===== src/rtl/memory_v3_if.sv =====
// Bus bundle for memory_v3: one write port, R read ports, clear-busy flag.
interface memory_v3_if #(
  parameter int M = 8,
  parameter int K = 4,
  parameter int R = 2
);
  logic           we;
  logic [K-1:0]   addrw;
  logic [M-1:0]   Min;
  logic [R*K-1:0] addr;
  logic [R*M-1:0] Mout;
  logic           busy;

  modport master (
    output we, addrw, Min, addr,
    input  Mout, busy
  );

  modport slave (
    input  we, addrw, Min, addr,
    output Mout, busy
  );
endinterface


===== src/rtl/memory_v3.sv =====
// Synchronous memory: one write port, R registered read ports, optional
// write-to-read bypass, and a post-reset clear sweep that loads INIT into
// every word before any access is accepted.
module memory_v3 #(
  parameter int          M      = 8,
  parameter int          K      = 4,
  parameter int          R      = 2,
  parameter int          BYPASS = 1,
  parameter logic [M-1:0] INIT  = '0
) (
  input  logic        clk,
  input  logic        rst,
  memory_v3_if.slave  bus
);

  typedef enum logic {
    CLEAR = 1'b0,
    READY = 1'b1
  } state_t;

  state_t       state, state_n;
  logic [K:0]   ptr, ptr_n;
  logic         clr_we;
  logic [M-1:0] mem [2**K];

  // State register and clear pointer; reset restarts the sweep at word 0
  always_ff @(posedge clk) begin
    if (rst) begin
      state <= CLEAR;
      ptr   <= '0;
    end else begin
      state <= state_n;
      ptr   <= ptr_n;
    end
  end

  // Sweep sequencing: one word per edge, READY after the last word
  always_comb begin
    state_n = state;
    ptr_n   = ptr;
    clr_we  = 1'b0;
    case (state)
      CLEAR: begin
        clr_we = 1'b1;
        ptr_n  = ptr + (K+1)'(1);
        if (ptr[K-1:0] == '1) begin
          state_n = READY;
        end
      end
      READY: begin
        state_n = READY;
      end
      default: begin
        state_n = CLEAR;
      end
    endcase
  end

  assign bus.busy = (state == CLEAR);

  // Storage writes: sweep owns the array while clearing, user port otherwise
  always_ff @(posedge clk) begin
    if (!rst) begin
      if (clr_we) begin
        mem[ptr[K-1:0]] <= INIT;
      end else if (bus.we) begin
        mem[bus.addrw] <= bus.Min;
      end
    end
  end

  for (genvar g = 0; g < R; g++) begin : g_port
    logic [K-1:0] ra;
    logic [M-1:0] rd;
    logic [M-1:0] q;

    assign ra = bus.addr[g*K +: K];

    // Read mux; with bypass a same-edge write to this address is forwarded
    always_comb begin
      rd = mem[ra];
      if ((BYPASS != 0) && bus.we && (bus.addrw == ra)) begin
        rd = bus.Min;
      end
    end

    // Registered read port, forced to zero while clearing
    always_ff @(posedge clk) begin
      if (rst || (state == CLEAR)) begin
        q <= '0;
      end else begin
        q <= rd;
      end
    end

    assign bus.Mout[g*M +: M] = q;
  end

endmodule

===== src/flat_wrapper.sv =====
// flat-port wrapper written by rule: the top's interface ports become plain ports
module memory_v3_flat 
#(
  parameter int          M      = 8,
  parameter int          K      = 4,
  parameter int          R      = 2,
  parameter int          BYPASS = 1,
  parameter logic [M-1:0] INIT  = '0
)
  (clk, rst, bus_we, bus_addrw, bus_Min, bus_addr, bus_Mout, bus_busy);
  memory_v3_if #(.M(M), .K(K), .R(R)) bus_i ();
  input  logic clk;
  input  logic rst;
  input wire logic [$bits(bus_i.we)-1:0] bus_we;
  input wire logic [$bits(bus_i.addrw)-1:0] bus_addrw;
  input wire logic [$bits(bus_i.Min)-1:0] bus_Min;
  input wire logic [$bits(bus_i.addr)-1:0] bus_addr;
  output wire logic [$bits(bus_i.Mout)-1:0] bus_Mout;
  output wire logic [$bits(bus_i.busy)-1:0] bus_busy;
  assign bus_i.we = bus_we;
  assign bus_i.addrw = bus_addrw;
  assign bus_i.Min = bus_Min;
  assign bus_i.addr = bus_addr;
  assign bus_Mout = bus_i.Mout;
  assign bus_busy = bus_i.busy;
  memory_v3 #(.M(M), .K(K), .R(R), .BYPASS(BYPASS), .INIT(INIT)) u_core (.clk(clk), .rst(rst), .bus(bus_i));
endmodule

===== config.mk =====
export PLATFORM = sky130hd
export DESIGN_NAME = memory_v3_flat
export DESIGN_NICKNAME = d
export VERILOG_FILES = /design/src/rtl/memory_v3_if.sv /design/src/rtl/memory_v3.sv /design/src/flat_wrapper.sv
export SDC_FILE = /design/constraint.sdc
export NUM_CORES = 1
export LEC_CHECK = 0
export CAP_MARGIN = 20
export CORE_AREA = 2 2 146 148
export DETAILED_ROUTE_END_ITERATION = 10
export DIE_AREA = 0 0 148 150
export SLEW_MARGIN = 20
export SYNTH_ARGS = -nofsm -noshare
export SYNTH_HDL_FRONTEND = slang
export SYNTH_SLANG_ARGS = --single-unit
export TNS_END_PERCENT = 20

===== constraint.sdc =====
create_clock -name clk -period 1.87 [get_ports clk]
set_input_delay 0.374 -clock clk [delete_from_list [all_inputs] [get_ports clk]]
set_output_delay 0.374 -clock clk [all_outputs]
set_load 0.005 [all_outputs]

Yosys cells after proc, flatten, opt, wreduce, memory -nomap -nowiden
Memory sizes are Yosys's and may differ from the RTL's. A register that Yosys moved wholly into a read port is not among the register bits.
Cells that the tools add are included.
- logic and storage cells: 20
- bits in registers: 6
- memories kept: 1
- bits in writable memories: 128
- input bits: 23
- add/subtract/negate cells: 1
- reductions and logical operators: 2
- equal/unequal tests: 1
- muxes and demuxes: 12
- bitwise operators: 1
- memories (memory ; depth ; bits a word ; rd ports ; clocked after memory_dff ; write ports ; RTL line ; RTL):
    u_core.mem ; 16 ; 8 ; 2 ; 2 ; 1 ; memory_v3.sv:24 ; logic [M-1:0] mem [2**K];
- operators by type and width (operator ; count):
    $mux 1 ; 9
    $mux 8 ; 1
    $reduce_or 8->1 ; 1
    $add 5x1->5 const B ; 1
    $eq 4x4->1 const B ; 1
    $mux 4 ; 1
    $pmux 1 s2 ; 1
    $logic_or 1x1->1 ; 1
    $not 1->1 ; 1

Longest topological paths before layout
Gate-level depths: netlist (run 1).
- word-level depth: 6
- gate-level depth with buffers: 8
- depth with buffers taken out: 5

Worst setup path after synthesis (run 1)
No wires, ideal clock.
- kind: input-to-reg
- start point: input rst
- end point: memory u_core.mem[10][0] (enable)
- data required time: 1.500 ns
- cell stages on the path: 6
- data arrival time: 1.651 ns
- setup time: 0.370 ns
- slack: -0.151 ns
- path buffers: 2
- cells stage by stage: and3b_2 -> buf_4 -> clkbuf_1 -> o21ai_0 -> nand2_1 -> nor2_1
- longest elaborated chain between the ends: 4
- elaborated cells on any way between the ends: 7
- classes of those cells: 6 x mux; 1 x reduce/logical
- ends and longest elaborated chain (item ; RTL line ; RTL):
    from (decl) ; flat_wrapper.sv:13 ; input logic rst;
    $mux 1 ; memory_v3.sv:63 ; if (!rst) begin
    $mux 1 (implied by the code) ; memory_v3.sv:67 ; mem[bus.addrw] <= bus.Min;
    $reduce_or 8->1 (no line) ; n/a ;
    $mux 4 (no line) or $mux 1 (tied branches) ; n/a ;
    to (decl) ; memory_v3.sv:24 ;
Several ways; a longest one is shown, not always the timed one.

==> run summary, run 1 <==
### Floorplan
* area of the die: 22200 um^2
* Die Y-Extent: 150 um
* number of top-level design ports: 40
* die width: 148 um
* placeable core region: 20700 um^2
* row cnt: 53
* initial core utilization: 34.4%

### Detailed routing
* final wirelength: 19200 um
* mean number of vias per cell: 5.46
* DR vias: 4589
* DR iter-0 viols: 369
* drt drc: 0
* Routed wire per std cell: 22.9 um
* detailed-router iteration count before antenna repair: 5
* antenna-violating nets left: 0

### Placed design
* # port buffers: 39
* routability-driven placement congestion ratio: 0.885
* half-perimeter wire length of the detailed placement result: 13900 um
* Placed Instances: 804

### STA
* final setup fails: 0
* maximum achievable frequency: 538 MHz
* Max-slew headroom: 49.9%
* setup repair after global routing missed its margin: yes
* slew of the pin with the lowest slew margin: 0.750 ns
* fin crit share: 99.4%
* hold violation count in the final report: 0
* Fin Clk Skew: 0.0125 ns
* number of pins with negative max-slew slack in the final report: 0
* minimum hold slack: 0.349 ns
* min Tclk post-route: 1.86 ns

### Critical path
* worst reg2reg path startpoint: u_core.state
* crit end category: flop
* class of the most critical setup path: input pin to flop
* crit path max fanout: 10
* crit path from: bus_addr[1]
* CP Data Required Time: 2.19 ns
* Worst Setup Start Kind: input pin
* Critical Path AT: 2.17 ns

### Clock tree
* clock buffer count from CTS: 17
* Root Buffer Master: sky130_fd_sc_hd__clkbuf_16
* Skew-Pair Late Insertion Delay: 0.43 ns
* worst-case clock buffer depth: 2
* clk sinks: 149
* clock tree from TritonCTS: built
* maximum level of the CTS H-tree: 4
* clk slew on worst S/H paths: 0.06 ns
* hold buffer count at cts: 0

### Power and ir drop
* switching share of power: 21.9%
* combinational fraction of design power: 8.9%
* portion of total power attributed to the clock network: 44.4%
* total power consumption of the routed design: 7.76 mW
* switching power: 1.70 mW
* Int Power: 6.06 mW
* Cell Pwr Density: 812 nW/um^2
* Worst VDD drop: 0.490 mV
* Static Leak: 3.64 nW
* part of the total power dissipated in sequential elements: 46.7%

### Run status
* result of the run: completed

### Layout
* share of layout cells above drive strength 1: 40.7%
* final core utilization: 46.2%
* antenna diode instance count: 0
* area growth from synthesis to final layout: 34.1%
* Finished Layout Cells: 840
* net count of the finished layout: 576

### Synthesis
* Yosys top cell area share: 54.0%
* part of the Yosys area used for sequential elements: 59.9%
* number of register bits inferred by synthesis: 149
* mapped cell area: 7120 um^2
* top cells by instance count after synthesis: sky130_fd_sc_hd__edfxtp_1, sky130_fd_sc_hd__mux4_2, sky130_fd_sc_hd__mux4_1, sky130_fd_sc_hd__nor2_1, sky130_fd_sc_hd__nand2_1
* cell type with the highest aggregate area in the netlist: sky130_fd_sc_hd__edfxtp_1
* unique cell type count in the Yosys netlist: 49
* Gate Count Post-Synth: 414
* proportion of synthesized flip-flops having asynchronous set or reset: 0%
* Post-synth EDFFs: 128
* synthesized net count: 438
* count of synthesis-stage warnings from yosys: 0
* syn avg cell area: 17.2 um^2
* top post-synthesis cells by area: sky130_fd_sc_hd__edfxtp_1, sky130_fd_sc_hd__mux4_2, sky130_fd_sc_hd__mux4_1
* most instantiated library cell after synthesis: sky130_fd_sc_hd__edfxtp_1
* most common flop cell mapped by yosys: sky130_fd_sc_hd__edfxtp_1

### Global route
* number of antenna violations at the first check in global routing: 0
* first-pass GRT wire length: 28400 um
* total global routing track utilization: 17.8%
* GR Overflow Total: 0
* via count of the first global-routing pass: 4610
* largest net degree at the start of global routing: 17

### Flow run
* number of violations of the max-capacitance limit: 0

### Worst hold path
* Min-Delay Path Class: input pin to flop
* startpoint of the most critical hold path: rst

-- layout make-up --
class,instances,area [um^2]
fillers,1768,11100
flip-flops and latches,149,4270
multi-input cells,222,2800
repair buffers,149,1500
clock buffers,20,437
well taps,275,344
clock inverters,12,158
inverters,13,51.3
-- power by group through the flow --
stage | registers [mW] | logic [mW] | clock network (mW)
2_1_floorplan | 3.68 | 0.388 | 0
3_3_place_gp | 3.69 | 0.649 | 0
3_5_place_dp | 3.69 | 0.652 | 0
4_1_cts | 3.62 | 0.666 | 3.47
5_1_grt | 3.62 | 0.732 | 3.62
6_report | 3.62 | 0.693 | 3.44
-- critical path: stages --
cell and delay [ns]:
sky130_fd_sc_hd__clkdlybuf4s50_1 0.46, sky130_fd_sc_hd__buf_4 0.17, sky130_fd_sc_hd__buf_4 0.24, sky130_fd_sc_hd__mux4_2 0.33, sky130_fd_sc_hd__a22oi_1 0.29, sky130_fd_sc_hd__nand2_1 0.09
sky130_fd_sc_hd__a22o_1 0.21
-- through the flow --
stage	setup TNS (ns)	setup WS (ns)	cell area (um^2)
finish	0	0.0107	9550
floorplan	-5.97	-0.0600	7160
global route	-0.0190	-0.0190	9550
global placement	-82.00	-0.557	8660
CTS	-0.0110	-0.00910	9320
detailed placement	-84.97	-0.574	8660
-- repair_timing --
action | CTS | global route
setup endpoints to repair | 137 | 143
endpoints found under the hold margin | 0 | 0
buffers inserted | 0 | 4
gates resized for setup | 14 | 47
pin swaps | 3 | 10
-- flip-flops by register name, indices dropped and copies added, names as in the netlist --
signal,count
u_core.g_port.q,16
u_core.mem,128
u_core.ptr,4
u_core.state,1
-- cell families (layout without fill, tap and decap cells) --
group,Yosys count,count (layout),synth area share (%)
flops,149,149,59.9
simple gates,74,74,5.04
compound gates,68,68,7.52
mux,67,67,21.9
buf+inv,43,194,3.97
xor+xnor,12,12,1.48
fa+ha+maj,1,1,0.176
-- routing by layer --
layer / share of wire (%) / GRT usage (%)
met5: 0 / 0
met4: 2.6 / 6.43
met3: 6.8 / 3.60
met2: 49 / 29.5
met1: 41 / 23.2
-- final timing paths --
check	to	slack [ns]	cells after the start
min reg2reg	u_core.state	0.59	2
max reg2reg	u_core.g_port[0].q[6]	0.04	7
min	u_core.state	0.35	3
max	u_core.g_port[0].q[6]	0.01	7
-- placed cells by master (no fill, tap or decap), types with 4 or more instances in the layout --
cell type                         instances
sky130_fd_sc_hd__clkbuf_16               17
sky130_fd_sc_hd__buf_12                  19
sky130_fd_sc_hd__nor2b_1                  7
sky130_fd_sc_hd__xor2_1                   5
sky130_fd_sc_hd__nor2_2                   9
sky130_fd_sc_hd__nor2_1                   7
sky130_fd_sc_hd__o22ai_1                  6
sky130_fd_sc_hd__buf_6                   10
sky130_fd_sc_hd__clkdlybuf4s50_1         34
sky130_fd_sc_hd__a22oi_1                 16
sky130_fd_sc_hd__nor2_4                   8
sky130_fd_sc_hd__xnor2_1                  7
sky130_fd_sc_hd__a22o_1                  16
sky130_fd_sc_hd__a221oi_2                 7
sky130_fd_sc_hd__inv_1                   12
sky130_fd_sc_hd__edfxtp_1               128
sky130_fd_sc_hd__dfxtp_1                 20
sky130_fd_sc_hd__mux4_2                  40
sky130_fd_sc_hd__nand2_1                 18
sky130_fd_sc_hd__mux4_1                  24
sky130_fd_sc_hd__buf_4                   80
sky130_fd_sc_hd__a31oi_2                  4
No activity file was read; power rests on OpenSTA's default activity.
==> run 2, diff against run 1 <==
--- a/config.mk
+++ b/config.mk
@@ -6,9 +6,10 @@
 export NUM_CORES = 1
 export LEC_CHECK = 0
 export CAP_MARGIN = 20
-export CORE_AREA = 2 2 146 148
+export CORE_AREA = 2 2 139 155
 export DETAILED_ROUTE_END_ITERATION = 10
-export DIE_AREA = 0 0 148 150
+export DIE_AREA = 0 0 141 157
+export MAX_ROUTING_LAYER = met4
 export SLEW_MARGIN = 20
 export SYNTH_ARGS = -nofsm -noshare
 export SYNTH_HDL_FRONTEND = slang
==> run 2 against run 1 <==
  * Flip-flop and latch count is the same
  * Fmax up 2.2%
  * Sequential share of layout area is 0.36 points higher
  * Worst hold slack improved by 0.18 ns
  * Via count grew 0.24%
  * Largest cell class unchanged
  * Largest power group is now clock
  * Highest routed layer unchanged
==> run summary, run 2 (same netlist as run 1, synthesis figures left out) <==
### Run status
* result of the run: completed

### Critical path
* depth of the worst register-to-register path: 5
* R2R setup slack: 0.06 ns
* Worst Setup Start Kind: input pin
* r2r endpoint: u_core.mem[2][0]
* capture point of the critical path: u_core.g_port[0].q[4]
* peak per-stage delay on the critical path: 0.51 ns
* Bufs and invs on worst path: 3
* Critical Path AT: 2.13 ns
* Largest delay share family, worst path: buffers and inverters
* crit-path cells: clkdlybuf4s50_1 -> buf_12 -> buf_4 -> mux4_2 -> a22oi_1 -> nand2_1 -> a22o_1
* crit path from: bus_addr[1]
* critical-path cell with the highest stage delay: sky130_fd_sc_hd__clkdlybuf4s50_1
* crit path max fanout: 13
* CP Data Required Time: 2.19 ns
* class of the most critical setup path: input pin to flop
* crit end category: flop
* worst reg2reg path startpoint: u_core.state
* path length in cells of the critical path: 7

### STA
* Max-slew headroom: 59.7%
* fin crit share: 97.3%
* final setup fails: 0
* slew of the pin with the lowest slew margin: 0.602 ns
* number of pins with negative max-slew slack in the final report: 0
* setup repair after global routing missed its margin: yes
* Fin Clk Skew: 0.00848 ns
* Final Worst Setup Slack: 0.0510 ns
* maximum achievable frequency: 550 MHz
* hold violation count in the final report: 0
* min Tclk post-route: 1.82 ns

### Floorplan
* placeable core region: 20400 um^2
* number of top-level design ports: 40
* Die Y-Extent: 157 um
* initial core utilization: 34.8%
* row cnt: 55
* die width: 141 um
* area of the die: 22100 um^2

### Layout
* leading cell type in the layout, fill and taps excluded: sky130_fd_sc_hd__edfxtp_1
* Sequential cell area: 4270 um^2
* antenna diode instance count: 0
* biggest regs: u_core.mem (128), u_core.g_port.q (16), u_core.ptr (4)
* share of layout cells above drive strength 1: 39.3%
* area occupied by multi-input gates: 2750 um^2
* total non-filler cell area in the finished layout: 9470 um^2
* area growth from synthesis to final layout: 33.1%
* top library cells by usage in the layout, fill and taps aside: sky130_fd_sc_hd__edfxtp_1, sky130_fd_sc_hd__buf_4, sky130_fd_sc_hd__mux4_2, sky130_fd_sc_hd__clkdlybuf4s50_1, sky130_fd_sc_hd__mux4_1
* final-layout fill cell count: 1707
* flip-flop count of the largest register after layout: 128
* net count of the finished layout: 566
* Most flops, register: u_core.mem

### Power and ir drop
* Cell Pwr Density: 863 nW/um^2
* Worst VDD drop: 0.426 mV
* Static Leak: 3.60 nW
* total power consumption of the routed design: 8.18 mW

### Clock tree
* worst-case clock buffer depth: 2
* clk sinks: 149
* maximum level of the CTS H-tree: 4
* clock tree from TritonCTS: built
* Root Buffer Master: sky130_fd_sc_hd__clkbuf_16
* clk slew on worst S/H paths: 0.06 ns
* Skew-Pair Late Insertion Delay: 0.42 ns
* clock buffer count from CTS: 17

### Detailed routing
* mean number of vias per cell: 5.67
* DR iter-0 viols: 495
* Routed wire per std cell: 24.0 um
* detailed-router iteration count before antenna repair: 5
* antenna-violating nets left: 0
* final wirelength: 19500 um
* DR vias: 4600
* drt drc: 0

### Placed design
* # port buffers: 39
* post-place instance area: 8640 um^2
* routability-driven placement congestion ratio: 0.933
* pre-CTS WS: -0.688 ns
* half-perimeter wire length of the detailed placement result: 13500 um

### Global route
* number of antenna violations at the first check in global routing: 0
* largest net degree at the start of global routing: 18
* total global routing track utilization: 18.8%
* via count of the first global-routing pass: 4747
* first-pass GRT wire length: 29300 um
* GR Overflow Total: 0

### Flow run
* number of violations of the max-capacitance limit: 0

### Worst hold path
* Min-Delay Path Class: input pin to flop

## run 2: cell types whose count changed in the layout (fill, tap and decap cells not counted), sizes merged
cell           change
buf               -11
bufinv             +3
clkbuf             -3
dlygate4sd2        +3
clkinvlp           -2
dlymetal6s2s       -2
and3b              +1
clkdlybuf4s50      -1
clkinv             +1
inv                +1
## run 2: power breakdown
group          internal, mW  switching (mW)
logic                 0.355           0.327
registers              3.60          0.0288
clock network          2.51            1.35
total                  6.47            1.71
## run 2: layout make-up
type | count | share of cell area (%)
clock inverters | 15 | 2.67
inverters | 13 | 0.515
well taps | 256 | 3.38
flip-flops and latches | 149 | 45.0
repair buffers | 138 | 14.9
multi-input cells | 223 | 29.0
clock buffers | 17 | 4.49
## run 2: stage by stage
stage	utilization, %	hold slack, ns	setup TNS, ns	std cells
final	46.4	0.529	0	811
after detailed placement	42.3	0.559	-106.06	776
after global routing	46.4	0.514	-0.111	811
after floorplan	-	0.498	-5.97	414
after global placement	42.3	0.556	-98.34	776
after CTS	46.1	0.489	0	811
## run 2: what timing repair did
| action | in CTS | in global routing |
|---|---|---|
| hold buffers | 0 | 0 |
| endpoints found under the setup margin | 125 | 89 |
| buffers inserted | 2 | 0 |
| gates cloned | 1 | 0 |
| resized for setup | 18 | 13 |
| pin swaps | 3 | 3 |
## run 2: how the worst min path moves through the flow
stage                   from           end  slack [ns]  cells past startpoint
3_5_place_dp   u_core.ptr[3]  u_core.state        0.56                      2
5_1_grt                  rst  u_core.state        0.51                      3
4_1_cts                  rst  u_core.state        0.49                      3
6_report                 rst  u_core.state        0.53                      3
3_3_place_gp   u_core.ptr[3]  u_core.state        0.56                      2
2_1_floorplan  u_core.ptr[3]  u_core.state        0.50                      2
## run 2: routing by layer
layer	track usage, %	vias to the layer above	wire length [um]
met1	22.9	2396	7880
met2	31.0	179	9870
li1	-	1994	-
met5	-	-	0
met3	3.74	31	1080
met4	7.67	0	652
## run 2: worst reg2reg max path, delay by kind of cell, from the launching register on
family	cells	cell delay, ns
buffers and inverters	1	0.18
multiplexers	1	0.36
AND/OR/NAND/NOR	3	0.65
flip-flops	1	0.34
==> run 3, diff against run 2 <==
--- a/config.mk
+++ b/config.mk
@@ -10,6 +10,7 @@
 export DETAILED_ROUTE_END_ITERATION = 10
 export DIE_AREA = 0 0 141 157
 export MAX_ROUTING_LAYER = met4
+export SKIP_CTS_REPAIR_TIMING = 1
 export SLEW_MARGIN = 20
 export SYNTH_ARGS = -nofsm -noshare
 export SYNTH_HDL_FRONTEND = slang
==> constraint.sdc (replaced) <==
create_clock -name clk -period 2.05 [get_ports clk]
set_input_delay 0.41 -clock clk [delete_from_list [all_inputs] [get_ports clk]]
set_output_delay 0.41 -clock clk [all_outputs]
set_load 0.005 [all_outputs]
==> run 3 against run 2 <==
  * Flip-flop and latch count stayed put
  * Final cell count is 2.6% lower
  * Sequential share of layout area grew 3.0 points
  * Setup slack better by 0.044 ns
  * Core utilization down 2.9 points
  * Critical endpoint is now u_core.g_port[1].q[5]
  * Largest power group is now registers
==> run summary, run 3 (same netlist as run 1, synthesis figures left out) <==
### STA
* slew of the pin with the lowest slew margin: 0.856 ns
* fin crit share: 95.4%
* min Tclk post-route: 1.96 ns
* setup repair after global routing missed its margin: yes
* hold violation count in the final report: 0
* maximum achievable frequency: 511 MHz
* Fin Clk Skew: 0.00890 ns
* final setup fails: 0
* Final Worst Setup Slack: 0.0948 ns
* Max-slew headroom: 42.7%
* number of pins with negative max-slew slack in the final report: 0

### Global route
* total global routing track utilization: 18.4%
* first-pass GRT wire length: 28600 um
* via count of the first global-routing pass: 4685
* number of antenna violations at the first check in global routing: 0
* largest net degree at the start of global routing: 18
* GR Overflow Total: 0

### Critical path
* Critical Path AT: 2.28 ns
* crit path max fanout: 11
* CP Data Required Time: 2.38 ns
* crit-path cells: clkdlybuf4s50_1 -> buf_4 -> nand3b_1 -> or3_1 -> and4_1 -> a31o_4 -> o22ai_1
* peak per-stage delay on the critical path: 0.41 ns
* crit end category: flop
* Worst Setup Start Kind: input pin
* class of the most critical setup path: input pin to flop
* critical-path cell with the highest stage delay: sky130_fd_sc_hd__clkdlybuf4s50_1

### Run status
* result of the run: completed

### Floorplan
* die width: 141 um
* initial core utilization: 34.8%
* Die Y-Extent: 157 um
* area of the die: 22100 um^2
* row cnt: 55
* number of top-level design ports: 40
* placeable core region: 20400 um^2

### Placed design
* pre-CTS WS: -0.396 ns
* half-perimeter wire length of the detailed placement result: 13600 um
* routability-driven placement congestion ratio: 0.854
* Placed Instances: 758
* # port buffers: 39
* post-place instance area: 8280 um^2

### Power and ir drop
* portion of total power attributed to the clock network: 44.0%
* switching share of power: 21.6%
* Static Leak: 3.36 nW
* part of the total power dissipated in sequential elements: 48.1%
* Cell Pwr Density: 775 nW/um^2
* Worst VDD drop: 0.534 mV
* Int Power: 5.39 mW
* combinational fraction of design power: 7.9%
* total power consumption of the routed design: 6.88 mW
* switching power: 1.49 mW

### Detailed routing
* final wirelength: 19100 um
* detailed-router iteration count before antenna repair: 4
* DR vias: 4470
* Routed wire per std cell: 24.1 um
* DR iter-0 viols: 375
* mean number of vias per cell: 5.66
* drt drc: 0
* antenna-violating nets left: 0

### Clock tree
* Root Buffer Master: sky130_fd_sc_hd__clkbuf_16
* Skew-Pair Late Insertion Delay: 0.42 ns
* worst-case clock buffer depth: 2
* maximum level of the CTS H-tree: 4
* clk sinks: 149
* clock buffer count from CTS: 17
* clk slew on worst S/H paths: 0.06 ns
* clock tree from TritonCTS: built

### Layout
* Most flops, register: u_core.mem
* antenna diode instance count: 0
* share of layout cells above drive strength 1: 30.5%
* top library cells by usage in the layout, fill and taps aside: sky130_fd_sc_hd__edfxtp_1, sky130_fd_sc_hd__buf_4, sky130_fd_sc_hd__mux4_2, sky130_fd_sc_hd__clkdlybuf4s50_1, sky130_fd_sc_hd__mux4_1
* flip-flop count of the largest register after layout: 128
* net count of the finished layout: 545
* total non-filler cell area in the finished layout: 8880 um^2
* final core utilization: 43.5%
* area growth from synthesis to final layout: 24.8%
* Finished Layout Cells: 790
* biggest regs: u_core.mem (128), u_core.g_port.q (16), u_core.ptr (4)
* leading cell type in the layout, fill and taps excluded: sky130_fd_sc_hd__edfxtp_1

### Flow run
* number of violations of the max-capacitance limit: 0

### Worst hold path
* Min-Delay Path Class: input pin to flop

run 3: final timing paths:
kind              cells after the start  slack (ns)     startpoint                     to
setup / recovery                      7        0.09            rst  u_core.g_port[1].q[5]
hold / removal                        3        0.60     bus_Min[2]  u_core.g_port[1].q[2]
setup reg to reg                      6        0.15   u_core.state  u_core.g_port[1].q[5]
hold reg to reg                       2        0.61  u_core.ptr[3]           u_core.state
run 3: area by class of cell:
type	count	area (um^2)
inverters	13	48.8
fillers	1753	11600
well taps	256	320
clock inverters	11	129
repair buffers	118	1070
clock buffers	21	450
multi-input cells	222	2600
flip-flops and latches	149	4260
run 3: worst max-delay path: cells and delay by family:
| family | cells | cell delay, ns |
|---|---|---|
| compound gates | 2 | 0.52 |
| buf+inv | 2 | 0.59 |
| simple gates | 3 | 0.75 |
run 3: routing by layer:
| metal | track usage, % | wire (um) |
|---|---|---|
| met1 | 21.6 | 7580 |
| met2 | 30.0 | 9530 |
| met3 | 4.14 | 1120 |
| met4 | 9.14 | 820 |
| met5 | - | 0 |
run 3: through the flow:
stage          TNS, ns  hold slack [ns]
3_5_place_dp    -50.64            0.564
4_1_cts              0            0.580
3_3_place_gp    -44.22            0.557
2_1_floorplan   -0.373            0.498
5_1_grt        -0.0442            0.609
6_report             0            0.602
run 3: power groups by stage:
stage	clock network [mW]	registers, mW	logic [mW]
2_1_floorplan	0	3.36	0.346
3_3_place_gp	0	3.37	0.533
3_5_place_dp	0	3.37	0.539
4_1_cts	3.07	3.31	0.543
5_1_grt	3.21	3.31	0.577
6_report	3.03	3.31	0.543
